$ cat src/rtl/avalon_burst_host.sv
`timescale 1ns/1ps
// Avalon-MM burst self-test host: writes SEED+k in maximum-length bursts, then
// reads the same region back one burst at a time and counts mismatching words.
module avalon_burst_host #(
  parameter int          ADDR_W       = 32,
  parameter int          DATA_W       = 32,
  parameter int          BURSTCOUNT_W = 4,
  parameter logic [31:0] SEED         = 32'hA5A5_0000
) (
  input  logic                      clk,
  input  logic                      reset,
  input  logic                      start,
  input  logic [ADDR_W-1:0]         base_addr,
  input  logic [7:0]                nbursts,
  output logic                      busy,
  output logic                      done,
  output logic [15:0]               err_count,
  output logic [ADDR_W-1:0]         address,
  output logic                      read,
  output logic                      write,
  output logic [DATA_W-1:0]         writedata,
  output logic [DATA_W/8-1:0]       byteenable,
  output logic [BURSTCOUNT_W-1:0]   burstcount,
  input  logic                      waitrequest,
  input  logic [DATA_W-1:0]         readdata,
  input  logic                      readdatavalid
);

  localparam int                    BYTES       = DATA_W / 8;
  localparam int                    LEN         = 1 << (BURSTCOUNT_W - 1);
  localparam logic [BURSTCOUNT_W-1:0] BURST_LEN = BURSTCOUNT_W'(LEN);
  localparam logic [BURSTCOUNT_W-1:0] LAST_BEAT = BURSTCOUNT_W'(LEN - 1);
  localparam logic [ADDR_W-1:0]     BURST_BYTES = ADDR_W'(LEN * BYTES);
  localparam logic [ADDR_W-1:0]     ALIGN_MASK  = ~ADDR_W'(BYTES - 1);
  localparam logic [DATA_W-1:0]     PAT_START   = DATA_W'(SEED);
  localparam logic [BYTES-1:0]      BE_ALL      = {BYTES{1'b1}};

  typedef enum logic [2:0] {IDLE, WR, RD_REQ, RD_DATA, FIN} state_t;

  state_t                  state;
  logic [ADDR_W-1:0]       base;
  logic [7:0]              nb;
  logic [7:0]              burst;
  logic [BURSTCOUNT_W-1:0] beat;
  logic [DATA_W-1:0]       exp_data;

  // Handshake: a command beat transfers in any cycle where read or write is
  // high and waitrequest is low; otherwise every Avalon output holds.
  always_ff @(posedge clk or posedge reset) begin
    if (reset) begin
      state      <= IDLE;
      base       <= '0;
      nb         <= '0;
      burst      <= '0;
      beat       <= '0;
      exp_data   <= '0;
      busy       <= 1'b0;
      done       <= 1'b0;
      err_count  <= '0;
      address    <= '0;
      read       <= 1'b0;
      write      <= 1'b0;
      writedata  <= '0;
      byteenable <= '0;
      burstcount <= '0;
    end else begin
      case (state)
        IDLE: begin
          if (start) begin
            base      <= base_addr & ALIGN_MASK;
            nb        <= nbursts;
            burst     <= '0;
            beat      <= '0;
            err_count <= '0;
            done      <= 1'b0;
            busy      <= 1'b1;
            if (nbursts == 8'd0) begin
              state <= FIN;
            end else begin
              state      <= WR;
              write      <= 1'b1;
              address    <= base_addr & ALIGN_MASK;
              writedata  <= PAT_START;
              burstcount <= BURST_LEN;
              byteenable <= BE_ALL;
            end
          end
        end
        WR: begin
          if (!waitrequest) begin
            writedata <= writedata + DATA_W'(1);
            if (beat != LAST_BEAT) begin
              beat <= beat + BURSTCOUNT_W'(1);
            end else begin
              beat <= '0;
              if (burst != nb - 8'd1) begin
                // write stays high: the next burst follows back-to-back
                burst   <= burst + 8'd1;
                address <= address + BURST_BYTES;
              end else begin
                burst    <= '0;
                state    <= RD_REQ;
                write    <= 1'b0;
                read     <= 1'b1;
                address  <= base;
                exp_data <= PAT_START;
              end
            end
          end
        end
        RD_REQ: begin
          if (!waitrequest) begin
            read       <= 1'b0;
            burstcount <= '0;
            byteenable <= '0;
            state      <= RD_DATA;
          end
        end
        RD_DATA: begin
          // only one read burst is outstanding, so beats map directly to (b, j)
          if (readdatavalid) begin
            if (readdata != exp_data && err_count != 16'hFFFF)
              err_count <= err_count + 16'd1;
            exp_data <= exp_data + DATA_W'(1);
            if (beat != LAST_BEAT) begin
              beat <= beat + BURSTCOUNT_W'(1);
            end else begin
              beat <= '0;
              if (burst != nb - 8'd1) begin
                burst      <= burst + 8'd1;
                address    <= address + BURST_BYTES;
                read       <= 1'b1;
                burstcount <= BURST_LEN;
                byteenable <= BE_ALL;
                state      <= RD_REQ;
              end else begin
                state <= FIN;
              end
            end
          end
        end
        FIN: begin
          busy  <= 1'b0;
          done  <= 1'b1;
          state <= IDLE;
        end
        default: state <= IDLE;
      endcase
    end
  end

endmodule

$ cat config.mk
export PLATFORM = sky130hd
export DESIGN_NAME = avalon_burst_host
export DESIGN_NICKNAME = d
export VERILOG_FILES = /design/src/rtl/avalon_burst_host.sv
export SDC_FILE = /design/constraint.sdc
export NUM_CORES = 1
export LEC_CHECK = 0
export CORE_ASPECT_RATIO = 2
export CORE_MARGIN = 3
export CORE_UTILIZATION = 45
export CTS_CLUSTER_DIAMETER = 40
export DETAILED_ROUTE_END_ITERATION = 7
export PLACE_DENSITY = 0.77
export SYNTH_ARGS = -nofsm -noshare
export SYNTH_HDL_FRONTEND = slang
export SYNTH_SLANG_ARGS = --single-unit
$ cat constraint.sdc
create_clock -name clk -period 6.95 [get_ports clk]
set_input_delay 0.695 -clock clk [delete_from_list [all_inputs] [get_ports clk]]
set_output_delay 0.695 -clock clk [all_outputs]
set_load 0.02 [all_outputs]
# After elaboration in Yosys (flattened, before gate mapping)
# Cells that the tools add are included.
[classes]
addsub = 7
n_eq_ne = 18
n_mux = 76
n_reduce_logical = 22
[op_table]
columns = ["op", "n"]
rows = [
  ["$mux W32", 15],
  ["$pmux W32 S2", 2],
  ["$pmux W32 S3", 1],
  ["$add A32 B1 Y32 const B", 2],
  ["$mux W4", 15],
  ["$mux W8", 7],
  ["$mux W16", 3],
  ["$pmux W4 S3", 3],
  ["$add A32 B6 Y32 const B", 1],
  ["$ne A32 B32 Y1", 1],
  ["$pmux W16 S2", 1],
  ["$mux W3", 9],
  ["$pmux W8 S3", 1],
  ["$reduce_and A7 Y1", 3],
  ["$ne A2 B2 Y1 const B", 10],
  ["$add A16 B1 Y16 const B", 1],
  ["$ne A16 B16 Y1 const B", 1],
  ["$reduce_and A8 Y1", 2],
  ["$mux W1", 14],
  ["$pmux W3 S4", 1],
  ["$reduce_and A4 Y1", 3],
  ["$reduce_bool A3 Y1", 3],
  ["$add A8 B1 Y8 const B", 1],
  ["$logic_not A8 Y1", 1],
  ["15 further kinds", 22],
]
[totals]
regBits = 177
inputBits = 77
output_inout_bits = 92
word_cells = 138

# Longest topological paths before layout
[depth]
ltp_word = 6
ltp_mapped = 13
ltp_nobuf = 9

# Least setup slack after synthesis
# No wires, ideal clock.
[synth_timing]
path_kind = "register to register"
startpoint = "register nb[0]"
endpoint = "register address[26]"
arrival_time_ns = 2.430
t_required_ns = 6.846
setup_slack_ns = 4.416
stages_incl_launch_ff = 13
n_path_buf = 3
synth_period_minus_slack_ns = 2.534
path_cell_list = "dfrtp_1 -> inv_1 -> ha_1 -> buf_2 -> nor2b_1 -> or3_1 -> a31oi_4 -> and2_4 -> and3_1 -> buf_4 -> buf_6 -> nor3_1 -> o41ai_2"
[synth_between]
elab_chain_len = 6
elab_cells_between_ends = 8
classes_between = "add/sub (1); eq/ne (2); mux (4); reduce/logical (1)"
[synth_rtl]
columns = ["item", "line_no", "rtl"]
rows = [
  ["start: declaration", "42", "logic [7:0] nb;"],
  ["start signal: assignment", "71", "nb <= nbursts;"],
  ["$sub A8 B1 Y8 (*)", "96, 129", ""],
  ["$ne A8 B8 Y1 (*)", "96, 129", ""],
  ["$mux W32", "96", "if (burst != nb - 8'd1) begin"],
  ["$mux W32", "92", "if (beat != LAST_BEAT) begin"],
  ["$mux W32", "90", "if (!waitrequest) begin"],
  ["$pmux W32 S3", "67", "case (state)"],
  ["end signal: assignment", "82", "address <= base_addr & ALIGN_MASK;"],
  ["end signal: assignment", "99", "address <= address + BURST_BYTES;"],
  ["end signal: assignment", "105", "address <= base;"],
  ["end: declaration", "18", "output logic [ADDR_W-1:0] address,"],
]
# Every way passes the cells marked *; elsewhere a longest branch is shown, timed or not. The select of a mux whose other input is x is not followed.
# A chain may end at the register's enable or synchronous reset.

# Worst setup path in the final report
[layout_timing]
startpoint = "register nb[0]"
endpoint = "register address[4]"
# Same word-level chain as after synthesis.

==> results.yml <==
place:
  place_inst: 1469
  gp_congestion: 0.8651
  pre_cts_ws_ns: 3.364
  placed_area_sq_mm: 0.01127
  io_buffers: 161
  dp_hpwl_mm: 18.57
routing:
  post-route-drc-count: 0
  ant_nets: 0
  via_per_inst: 5.626
  vias: 8450
  drtPass1Iterations: 6
  drt-total-wl_mm: 26.32
  detail_route.wl_per_cell_um: 17.52
  drt_iter0_drc: 360
power_and_ir_drop:
  p_int_mw: 2.423
  clkPwrFrac: 0.242
  power_frac_comb: 0.366
  seqPwrFrac: 0.392
  p_sw_mw: 1.514
  power.density_mw_per_mm2: 331.9
  p_sw_frac: 0.3845
  ir_drop_uv: 227.4
  p_leak_nw: 5.011
  totalPowerFinal_mw: 3.936
synth:
  synth-edff-count: 0
  ys_async_sr_fraction: 1.000
  synth_warnings: 0
  avgSynthCellArea_sq_um: 8.798
  netlist_area_sq_mm: 0.009510
  synth_top_area_share: 0.4420
  ys_ff_latch: 168
  synth_top_area_cell: "dfrtp_1"
  seq_area_frac_synth: 0.4420
  synth_area_leaders: "dfrtp_1, nand2_1, xnor2_1"
  yosysMostFrequentCell: "nand2_1"
  ys_dominant_reg_cell: "dfrtp_1"
  synthCells: 1081
  ys_types: 75
  netlist_top_cells_count: "nand2_1, dfrtp_1, nor2_1"
sta:
  setup_violations: 0
  setup_slack_ns: 3.639
  slew_headroom: 0.2471
  tns_ns: 0
  rsz0062_at_grt: "no"
  timing.hold.ws_ns: 0.4727
  min_period_over_period: 0.4764
  maxSlewViolCount: 0
  tightest_slew_ns: 1.125
  fmax_mhz: 302.0
  hold_viol_final: 0
  finClkSkew_ns: 0.01086
  fin_crit_ns: 3.311
clock_tree:
  cts_tree: "built"
  root_buffer: "clkbuf_16"
  clk_pin_slew_ns: 0.06
  cts_buffers: 17
  insertion_delay_ns: 0.43
  clock_sinks: 168
  htreeDepth: 4
  cts_hold_buf: 0
  ctsResizeCount: 0
  clockBufferDepth: 2
  postCtsSetupBuffers: 0
grt:
  grt_pass1_wl_mm: 43.08
  gr-usage-all-layers: 0.2350
  grt-ovfl-total: 0
  grt_pass1_vias: 8655
  grt_max_degree: 111
  antenna_found_initial: 1
setup_path:
  endpoint_kind: "flop"
  worst_ep_required_time_ns: 7.26
  cp-start-kind: "flop"
  cp.arrival_ns: 3.62
  critical_path_class: "reg -> reg"
  worstPathMaxFanout: 13
finish:
  syn2layout_area_growth_pct: 24.71
  final_cells: 1502
  design_area_sq_mm: 0.01186
  drive_gt1_frac: 0.05749
  final_nets: 1306
  fin_util: 0.5770
floorplanning:
  core_area_sq_mm: 0.02055
  die-area_sq_mm: 0.02302
  std_cell_rows: 74
  start_util: 0.4627
  ios: 169
  die_w_um: 108.8
  die_height_um: 211.6
job:
  cap_violations: 0
status:
  status: "finished clean"
min_path:
  worstHoldPathType: "reg -> reg"
==> registers in the layout, indices dropped and copies added, names as in the netlist <==
| signal | flops |
|---|---|
| nb | 8 |
| byteenable | 1 |
| err_count | 16 |
| done | 1 |
| beat | 4 |
| read | 1 |
| writedata | 32 |
| burst | 8 |
| write | 1 |
| base | 30 |
| address | 30 |
| state | 3 |
| busy | 1 |
| exp_data | 32 |
==> per-layer routing <==
metal / up-vias / share of wire / track usage
li1: 4056 / - / -
met1: 4101 / 0.38 / 0.2609
met2: 246 / 0.55 / 0.4373
met3: 47 / 0.040 / 0.03753
met4: 0 / 0.028 / 0.09329
met5: - / 0 / 0
==> cell usage in the layout, fill, tap and decap left out, drive strengths merged, types with 10 or more instances in the layout <==
cell / netlist / routed
o31ai: 19 / 19
clkbuf: 24 / 22
a211oi: 10 / 10
nand3: 54 / 54
a21oi: 43 / 43
and2: 15 / 15
nor2: 100 / 100
nor3: 21 / 21
xor2: 47 / 47
or3: 16 / 16
xnor2: 62 / 62
inv: 24 / 24
nor4: 11 / 11
clkdlybuf4s50: 0 / 161
o21ai: 37 / 37
dfrtp: 168 / 168
nand2: 222 / 222
and3: 28 / 28
nand4: 38 / 38
a221oi: 10 / 10
==> final timing paths <==
kind | cells past startpoint | start | end | slack [ns]
max in group asynchronous | 3 | reset | address[9]$_DFFE_PP0P_ | 4.67
max | 10 | nb[0]$_DFFE_PP0P_ | address[4]$_DFFE_PP0P_ | 3.64
max reg2reg | 10 | nb[0]$_DFFE_PP0P_ | address[4]$_DFFE_PP0P_ | 3.64
min in group asynchronous | 2 | reset | err_count[13]$_DFFE_PP0P_ | 0.85
min reg2reg | 2 | base[14]$_DFFE_PP0P_ | base[14]$_DFFE_PP0P_ | 0.47
min | 2 | base[14]$_DFFE_PP0P_ | base[14]$_DFFE_PP0P_ | 0.47
==> power by group through the flow <==
| stage | sequential, mW | combinational (mW) | clock [mW] |
|---|---|---|---|
| 2_1_floorplan | 1.61 | 0.829 | 0 |
| 6_report | 1.54 | 1.44 | 0.953 |
| 5_1_grt | 1.58 | 1.58 | 1.01 |
| 4_1_cts | 1.53 | 1.45 | 0.971 |
| 3_3_place_gp | 1.54 | 1.40 | 0 |
| 3_5_place_dp | 1.55 | 1.44 | 0 |
==> layout make-up <==
cell class / count / area (sq um)
Clock inverter: 10 / 121.4
Timing Repair Buffer: 170 / 1679
Clock buffer: 22 / 464.2
Multi-Input combinational cell: 841 / 4961
Antenna cell: 1 / 2.502
Inverter: 24 / 95.09
Sequential cell: 168 / 4204
Fill cell: 1841 / 8695
Tap cell: 266 / 332.8
==> cell families (layout without fill, tap and decap cells) <==
kind of cell / count (synthesis) / count (layout) / synth area share
AOI/OAI and AO/OA: 174 / 174 / 0.1308
xor gates and xnor gates: 109 / 109 / 0.1004
buffers and inverters: 76 / 226 / 0.03947
DFF: 168 / 168 / 0.4420
muxes: 9 / 9 / 0.009999
other: 1 / 6 / 0.0003943
and+or+nand+nor: 537 / 537 / 0.2677
adders and majority gates: 7 / 7 / 0.009209
==> critical path, stage by stage (launching register included) <==
cell and delay [ns]:
dfrtp_1 0.45, inv_1 0.09, ha_1 0.31, nor2b_1 0.18
or3_1 0.40, a31oi_4 0.29, and3_4 0.36, a21oi_1 0.27
buf_4 0.27, nor2_1 0.21, mux2_2 0.36
Power figures use the tool's default switching activity.
